## config.mk

```make
export PLATFORM = sky130hd
export DESIGN_NAME = serial_frame_rx
export DESIGN_NICKNAME = d
export VERILOG_FILES = /design/src/rtl/serial_frame_rx.sv
export SDC_FILE = /design/constraint.sdc
export NUM_CORES = 1
export LEC_CHECK = 0
export ABC_AREA = 1
export BUFFER_PORTS_ARGS = -buffer_cell sky130_fd_sc_hd__buf_2
export CORE_ASPECT_RATIO = 0.9
export CORE_MARGIN = 5
export CORE_UTILIZATION = 60
export DETAILED_ROUTE_END_ITERATION = 12
export GPL_TIMING_DRIVEN = 0
export PLACE_DENSITY = 0.81
export SLEW_MARGIN = 30
export SYNTH_ARGS = -nofsm -noshare
export SYNTH_HDL_FRONTEND = slang
export SYNTH_SLANG_ARGS = --single-unit
```

## constraint.sdc

```tcl
create_clock -name clk -period 1.92 [get_ports clk]
set_input_delay 0.096 -clock clk [delete_from_list [all_inputs] [get_ports clk]]
set_output_delay 0.096 -clock clk [all_outputs]
set_load 0.05 [all_outputs]
```

## src/rtl/serial_frame_rx.sv

```systemverilog
// Serial frame receiver: two-flop synchronizer, start-bit qualification, LSB-first
// data capture and stop-bit check, with one-cycle valid / frame_err pulses.
module serial_frame_rx #(
    parameter int DATA_W       = 8,
    parameter int CLKS_PER_BIT = 16
) (
    input  logic              clk,
    input  logic              rst,
    input  logic              din,
    output logic [DATA_W-1:0] data_out,
    output logic              valid,
    output logic              frame_err,
    output logic              busy
);

    localparam int CW = $clog2(CLKS_PER_BIT);
    localparam int BW = $clog2(DATA_W + 1);
    localparam logic [CW-1:0] HALF_END = CW'(CLKS_PER_BIT / 2 - 1);
    localparam logic [CW-1:0] BIT_END  = CW'(CLKS_PER_BIT - 1);
    localparam logic [BW-1:0] LAST_BIT = BW'(DATA_W - 1);

    typedef enum logic [2:0] {IDLE, START, DATA, STOP, WAIT_HIGH} state_t;

    state_t            state, state_nx;
    logic              sync1, sync2;
    logic [CW-1:0]     cnt, cnt_nx;
    logic [BW-1:0]     bidx, bidx_nx;
    logic [DATA_W-1:0] sh, sh_nx;
    logic [DATA_W-1:0] data_nx;
    logic              valid_nx, ferr_nx;

    // Line idles high, so the synchronizer resets to 1 to avoid a false start.
    always_ff @(posedge clk or negedge rst) begin
        if (!rst) begin
            sync1 <= 1'b1;
            sync2 <= 1'b1;
        end else begin
            sync1 <= din;
            sync2 <= sync1;
        end
    end

    always_ff @(posedge clk or negedge rst) begin
        if (!rst) begin
            state     <= IDLE;
            cnt       <= '0;
            bidx      <= '0;
            sh        <= '0;
            data_out  <= '0;
            valid     <= 1'b0;
            frame_err <= 1'b0;
            busy      <= 1'b0;
        end else begin
            state     <= state_nx;
            cnt       <= cnt_nx;
            bidx      <= bidx_nx;
            sh        <= sh_nx;
            data_out  <= data_nx;
            valid     <= valid_nx;
            frame_err <= ferr_nx;
            busy      <= (state_nx != IDLE);
        end
    end

    always_comb begin
        state_nx = state;
        case (state)
            IDLE:      if (!sync2) state_nx = START;
            START:     if (cnt == HALF_END) state_nx = sync2 ? IDLE : DATA;
            DATA:      if (cnt == BIT_END && bidx == LAST_BIT) state_nx = STOP;
            STOP:      if (cnt == BIT_END) state_nx = sync2 ? IDLE : WAIT_HIGH;
            WAIT_HIGH: if (sync2) state_nx = IDLE;
            default:   state_nx = IDLE;
        endcase
    end

    always_comb begin
        cnt_nx   = '0;
        bidx_nx  = bidx;
        sh_nx    = sh;
        data_nx  = data_out;
        valid_nx = 1'b0;
        ferr_nx  = 1'b0;
        case (state)
            START: begin
                cnt_nx = (cnt == HALF_END) ? '0 : cnt + 1'b1;
                if (cnt == HALF_END) bidx_nx = '0;
            end
            DATA: begin
                cnt_nx = (cnt == BIT_END) ? '0 : cnt + 1'b1;
                if (cnt == BIT_END) begin
                    // Shift form stays legal for DATA_W == 1.
                    sh_nx   = (sh >> 1) | (DATA_W'(sync2) << (DATA_W - 1));
                    bidx_nx = bidx + 1'b1;
                end
            end
            STOP: begin
                cnt_nx = (cnt == BIT_END) ? '0 : cnt + 1'b1;
                if (cnt == BIT_END) begin
                    if (sync2) begin
                        data_nx  = sh;
                        valid_nx = 1'b1;
                    end else begin
                        ferr_nx = 1'b1;
                    end
                end
            end
            default: cnt_nx = '0;
        endcase
    end

endmodule

```

==> impl_metrics.ini, run 1 <==
[outcome]
status = complete, no violations

[final_layout]
multi_input_area_um2 = 542
regArea_um2 = 803
n_antenna_cell = 0
fin_util = 0.734
nets = 178
fill_cells = 165
synthToLayoutAreaGrowth_pct = 13.5
layout-drive-gt1-share = 0.287

[logic_synthesis]
synth_ff_type = dfrtp_1
async_reset_ff_frac = 1.00
synth_common_cells = nand2_1, dfrtp_1, inv_1, nor2_1, o21ai_2
ys_seq_elements = 32
yosys.area_share.simple = 0.253
synthesis.nets = 156
yosysUniqueCellTypes = 23
synth-compound-area-share = 0.0915
synth_mux_area_frac = 0
synthTopCellsByArea = dfrtp_1, nand2_1, inv_1
synthAdderAreaFrac = 0.0173
seq_area_frac_synth = 0.554
synth_xor_area_frac = 0.0121
syn-instance-count = 151
netlist.area_leader.share = 0.518
yosys_warnings = 0
synth_area_per_cell_um2 = 9.60
synth_top_family_by_area = simple AND/OR/NAND/NOR gates
synthesis.area_mm2 = 0.00145
yosysMostFrequentCell = nand2_1
synth_edf_count = 0
yosysTopAreaCell = dfrtp_1

[worst_setup_path]
worstSetupEndpointType = flip-flop
start_kind = flip-flop
cp_slowest_cell = dfrtp_1
crit_type = reg -> reg
cpMostUsedCell = nand2_1
crit_path_max_incr_delay_ps = 380
crit_chain = ha_1 > nand2_1 > nor2_4 > nand3_4 > buf_6 > nand2_1 > o21ai_2
cp.required_ps = 2160
cp_max_fo = 10
worstPathArrival_ps = 1700

[routing]
ant_nets = 0
remaining_drc_errors = 0
wl_per_cell_um = 11.8
wl_um = 2360
drtIter0Drc = 42
firstDrtPassIters = 4
vias = 994
vias_per_cell = 4.95

[power_and_ir_drop]
leakagePower_uw = 0.000851
switchingPower_uw = 680
p_sw_frac = 0.346
peakVddDrop_mv = 1.19
combPwrFrac = 0.282
power_density_mw_per_mm2 = 1200
p_int_uw = 1290
clockPowerShare = 0.253
seq_power_share = 0.465

[sta]
fmax_mhz = 686
grt_setup_unrepaired = false
worst_pin_slew_ps = 665
setup_tns_ps = 0
fin_crit_ps = 1460
slew_viol_final = 0
clock_skew_ps = 11.7
hold_viol_final = 0
setup_viol = 0
fin_crit_sh = 0.759
slew_headroom = 0.556

[grt]
met2_usage = 0.224
grt_pass1_vias = 934
use_met1 = 0.213
antenna_found_initial = 0
grt_pass1_wl_um = 4120
grt_max_degree = 33
grt-ovfl-total = 0
grt_usage = 0.163
grt.busiest_layer = met2
grtUsageMet3 = 0.0803

[clock_tree]
cts_max_level = 2
cts_buffer_depth = 2
clkTransAtPathRegs_ps = 100
cts_root_buffer = clkbuf_4
clk_latency_ps = 340
cts.sinks = 32
cts_made_buffers = 5
tritoncts = yes
post-cts-setup-buffer-count = 0

[floorplan]
core-area_mm2 = 0.00224
core.rowCount = 16
die-area_mm2 = 0.00350
io-pin-count = 14
initial_core_util = 0.647
die_y_um = 56.6
die_width_um = 61.8

[worst_hold_path]
hold_class = in -> async

[run]
maxCapViolations = 0

[place]
place.gp.congestion = 0.773
portBuffers = 13
hpwl_um = 1750
## routing by layer
layer | up-vias | share of wire
li1 | 516 | -
met1 | 444 | 0.47
met2 | 23 | 0.44
met3 | 11 | 0.066
met4 | 0 | 0.030
met5 | - | 0
## through the flow
step	setup WS, ps	cells	instance area (µm²)	power (µW)	hold WS, ps
finish	463	201	1650	1970	313
global route	314	201	1650	2100	364
CTS	453	201	1650	1980	352
detailed placement	459	191	1550	1480	170
global placement	492	191	1550	1450	165
floorplan	593	151	1450	1360	-200
## worst max-delay path: cells and delay by family (launching register included)
kind                     cells  cell delay, ps
flip-flops                   1             380
AO/OA/AOI/OAI                1              50
adder cells (fa/ha/maj)      1             190
buffers and inverters        1             180
AND/OR/NAND/NOR              4             550
## state kept, by name (all words and copies together) (netlist names)
register   cells
sync2          1
busy           1
sh             8
data_out       8
cnt            4
bidx           4
sync1          1
valid          1
state          3
frame_err      1
## what timing repair did
item	4_1_cts	5_1_grt
endpoints found under the hold margin	31	0
hold buffers	2	0
resized for setup	0	0
## final timing paths
check	startpoint	slack, ps	cells after the start	endpoint
worst max-delay path	cnt[0]	460	7	data_out[4]
worst min-delay path	rst	310	2	bidx[0]
worst max register to register	cnt[0]	460	7	data_out[4]
worst min register to register	sync1	360	0	sync2
max in group asynchronous	rst	1160	2	cnt[1]
min in group clk	sync1	360	0	sync2
## cells in the final DEF (no fill, tap or decap)
cell type	synthesis	final
a21oi_1	1	1
nand2_2	4	4
nor3_1	1	1
o21ai_1	8	8
dlygate4sd3_1	0	2
nor2_2	1	1
ha_1	2	2
buf_2	0	13
inv_2	1	1
nor3_2	1	1
clkbuf_1	0	1
buf_6	2	2
clkinv_2	0	1
a21oi_2	1	1
o21ai_2	9	9
bufinv_16	0	1
clkbuf_4	0	5
nor2_4	3	3
xor2_1	2	2
dfrtp_1	30	30
nand3_4	1	1
nand2_1	34	34
or2_2	2	2
and2_1	1	1
nand2_4	3	3
inv_1	21	21
nor2_1	13	13
nand3_1	8	8
dfstp_2	2	2
## kinds of logic (layout without fill, tap and decap cells)
logic type | after synthesis | after routing
xor+xnor | 2 | 2
simple gates | 72 | 72
compound gates | 19 | 19
buf+inv | 24 | 47
flops | 32 | 32
fa+ha+maj | 2 | 2
## power groups by stage
| stage | sequential [µW] | combinational (µW) | clock [µW] |
|---|---|---|---|
| after floorplan | 951 | 411 | 0 |
| after global placement | 917 | 533 | 0 |
| after detailed placement | 925 | 559 | 0 |
| after CTS | 914 | 566 | 500 |
| after global routing | 931 | 634 | 539 |
| final | 914 | 555 | 498 |
## cell type report
class / count / area share
Sequential cell: 32 / 0.488
Multi-Input combinational cell: 95 / 0.329
Timing Repair Buffer: 15 / 0.0517
Inverter: 22 / 0.0502
Clock buffer: 6 / 0.0251
Clock inverter: 2 / 0.0213
Tap cell: 27 / 0.0205
Buffer: 2 / 0.0137
Power figures use the tool's default switching activity.
==> inputs of run 2 (changes only) <==
Settings changed: CORE_UTILIZATION 60 to 51, PLACE_DENSITY 0.81 to 0.73.
Clock period 1.92 ns to 1.3 ns, I/O delays scaled along.
==> run 2 against run 1 <==
  * The run now ends with setup timing left
  * Critical path depth is 1 higher
  * Clock power is 47% higher
  * Fmax is 6.9% higher
  * Sequential share of layout area is 6.2 points lower
  * Flip-flop and latch count stayed put
  * Critical path type unchanged
  * Critical endpoint is now bidx[3]
  * Largest cell class unchanged
==> impl_metrics.ini, run 2 (same netlist as run 1, synthesis figures left out) <==
[outcome]
status = finished with violations
violations = setup timing

[final_layout]
synthToLayoutAreaGrowth_pct = 30.1
design_area_mm2 = 0.00189
n_antenna_cell = 0
nets = 189
layout-drive-gt1-share = 0.443
final_common_cell = dfrtp_1
final_cell_mix = dfrtp_1, nand2_1, inv_1
reg.largest.list = data_out: 8 flops, sh: 8 flops

[sta]
setup_viol = 19
clock_skew_ps = 19.2
worst_pin_slew_ps = 700
hold_viol_final = 0
final.setup.worst_slack_ps = -63.2
fin_crit_sh = 1.05
whs_ps = 305
grt_setup_unrepaired = true
fmax_mhz = 734
slew_headroom = 0.534
fin_crit_ps = 1360
slew_viol_final = 0

[worst_setup_path]
cp-startpoint = cnt[0]
cp_max_fo = 8
crit_type = reg -> reg
cp.required_ps = 1520
r2r_cells = 8
r2r_slack_ps = -60
r2r_end = bidx[3]
worstPathArrival_ps = 1580
worstSetupEndpointType = flip-flop
setup.worst_path.end = bidx[3]
r2r_start = cnt[0]
start_kind = flip-flop

[place]
place_area_mm2 = 0.00158
portBuffers = 13
hpwl_um = 1750
place.gp.congestion = 0.838

[routing]
drtIter0Drc = 75
wl_um = 2900
firstDrtPassIters = 5
remaining_drc_errors = 0
vias_per_cell = 4.90
wl_per_cell_um = 12.9
vias = 1103
ant_nets = 0

[worst_hold_path]
hold_class = in -> async

[grt]
grt_pass1_wl_um = 4780
grt_usage = 0.160
grt_max_degree = 33
grt_pass1_vias = 1069
grt-ovfl-total = 0
antenna_found_initial = 0

[clock_tree]
cts_root_buffer = clkbuf_4
cts_max_level = 2
cts_made_buffers = 5
cts.sinks = 32
clk_latency_ps = 330
tritoncts = yes
cts_buffer_depth = 2
clkTransAtPathRegs_ps = 110

[power_and_ir_drop]
clockPowerShare = 0.225
seq_power_share = 0.427
leakagePower_uw = 0.000945
switchingPower_uw = 1150
combPwrFrac = 0.349
power_density_mw_per_mm2 = 1730
peakVddDrop_mv = 1.33
p_sw_frac = 0.351
fin_total_pwr_uw = 3270
p_int_uw = 2120

[floorplan]
initial_core_util = 0.528
die-area_mm2 = 0.00401
core.rowCount = 18
io-pin-count = 14
core-area_mm2 = 0.00275
die_y_um = 60.6
die_width_um = 66.2

[run]
maxCapViolations = 0
-- run 2: layout make-up --
type / instances / area (µm²)
Tap cell: 40 / 50.0
Inverter: 22 / 82.6
Clock buffer: 6 / 41.3
Sequential cell: 32 / 805
Buffer: 2 / 30.0
Timing Repair Buffer: 26 / 208
Fill cell: 207 / 861
Multi-Input combinational cell: 95 / 636
Clock inverter: 2 / 35.0
-- run 2: worst min-delay path by stage --
stage | to | depth (start not counted)
after floorplan | bidx[0] | 0
after global placement | cnt[3] | 1
after detailed placement | bidx[1] | 1
after CTS | data_out[0] | 2
after global routing | cnt[3] | 2
final | data_out[0] | 2
-- run 2: repair_timing --
item	CTS	global route
gates cloned	1	0
resized for setup	11	18
hold buffers	2	0
setup buffers	7	3
pin swaps	9	6
endpoints found under the hold margin	31	0
setup endpoints to repair	22	24
-- run 2: power groups by stage --
stage | sequential [µW] | combinational [µW] | clock (µW)
after floorplan | 1410 | 618 | 0
after global placement | 1360 | 802 | 0
after detailed placement | 1370 | 835 | 0
after CTS | 1380 | 1050 | 749
after global routing | 1420 | 1260 | 792
final | 1390 | 1140 | 734
-- run 2: through the flow --
step | utilization | setup WS, ps | instances | setup TNS [ps]
final | 0.687 | -63.2 | 225 | -671
after global routing | 0.687 | -120 | 225 | -1770
after CTS | 0.658 | -43.0 | 222 | -432
after detailed placement | 0.573 | -117 | 204 | -1430
after global placement | 0.573 | -99.9 | 204 | -1200
after floorplan | - | -6.37 | 151 | -16.5
-- run 2: metal layers --
| layer | GRT usage | wire (µm) | up-vias |
|---|---|---|---|
| met1 | 0.190 | 1220 | 534 |
| met2 | 0.270 | 1510 | 30 |
| met3 | 0.0648 | 155 | 4 |
| li1 | - | - | 535 |
| met4 | 0.0464 | 13 | 0 |
| met5 | 0 | 0 | - |
-- run 2: worst max-delay path, cell delays in order, from the launching register on --
cell	delay (ps)
dfrtp_1	410
ha_4	170
nand2_4	60
nor2_4	190
nand2_4	160
nand2_4	100
nand2_4	70
nand2_1	60
o21ai_1	60
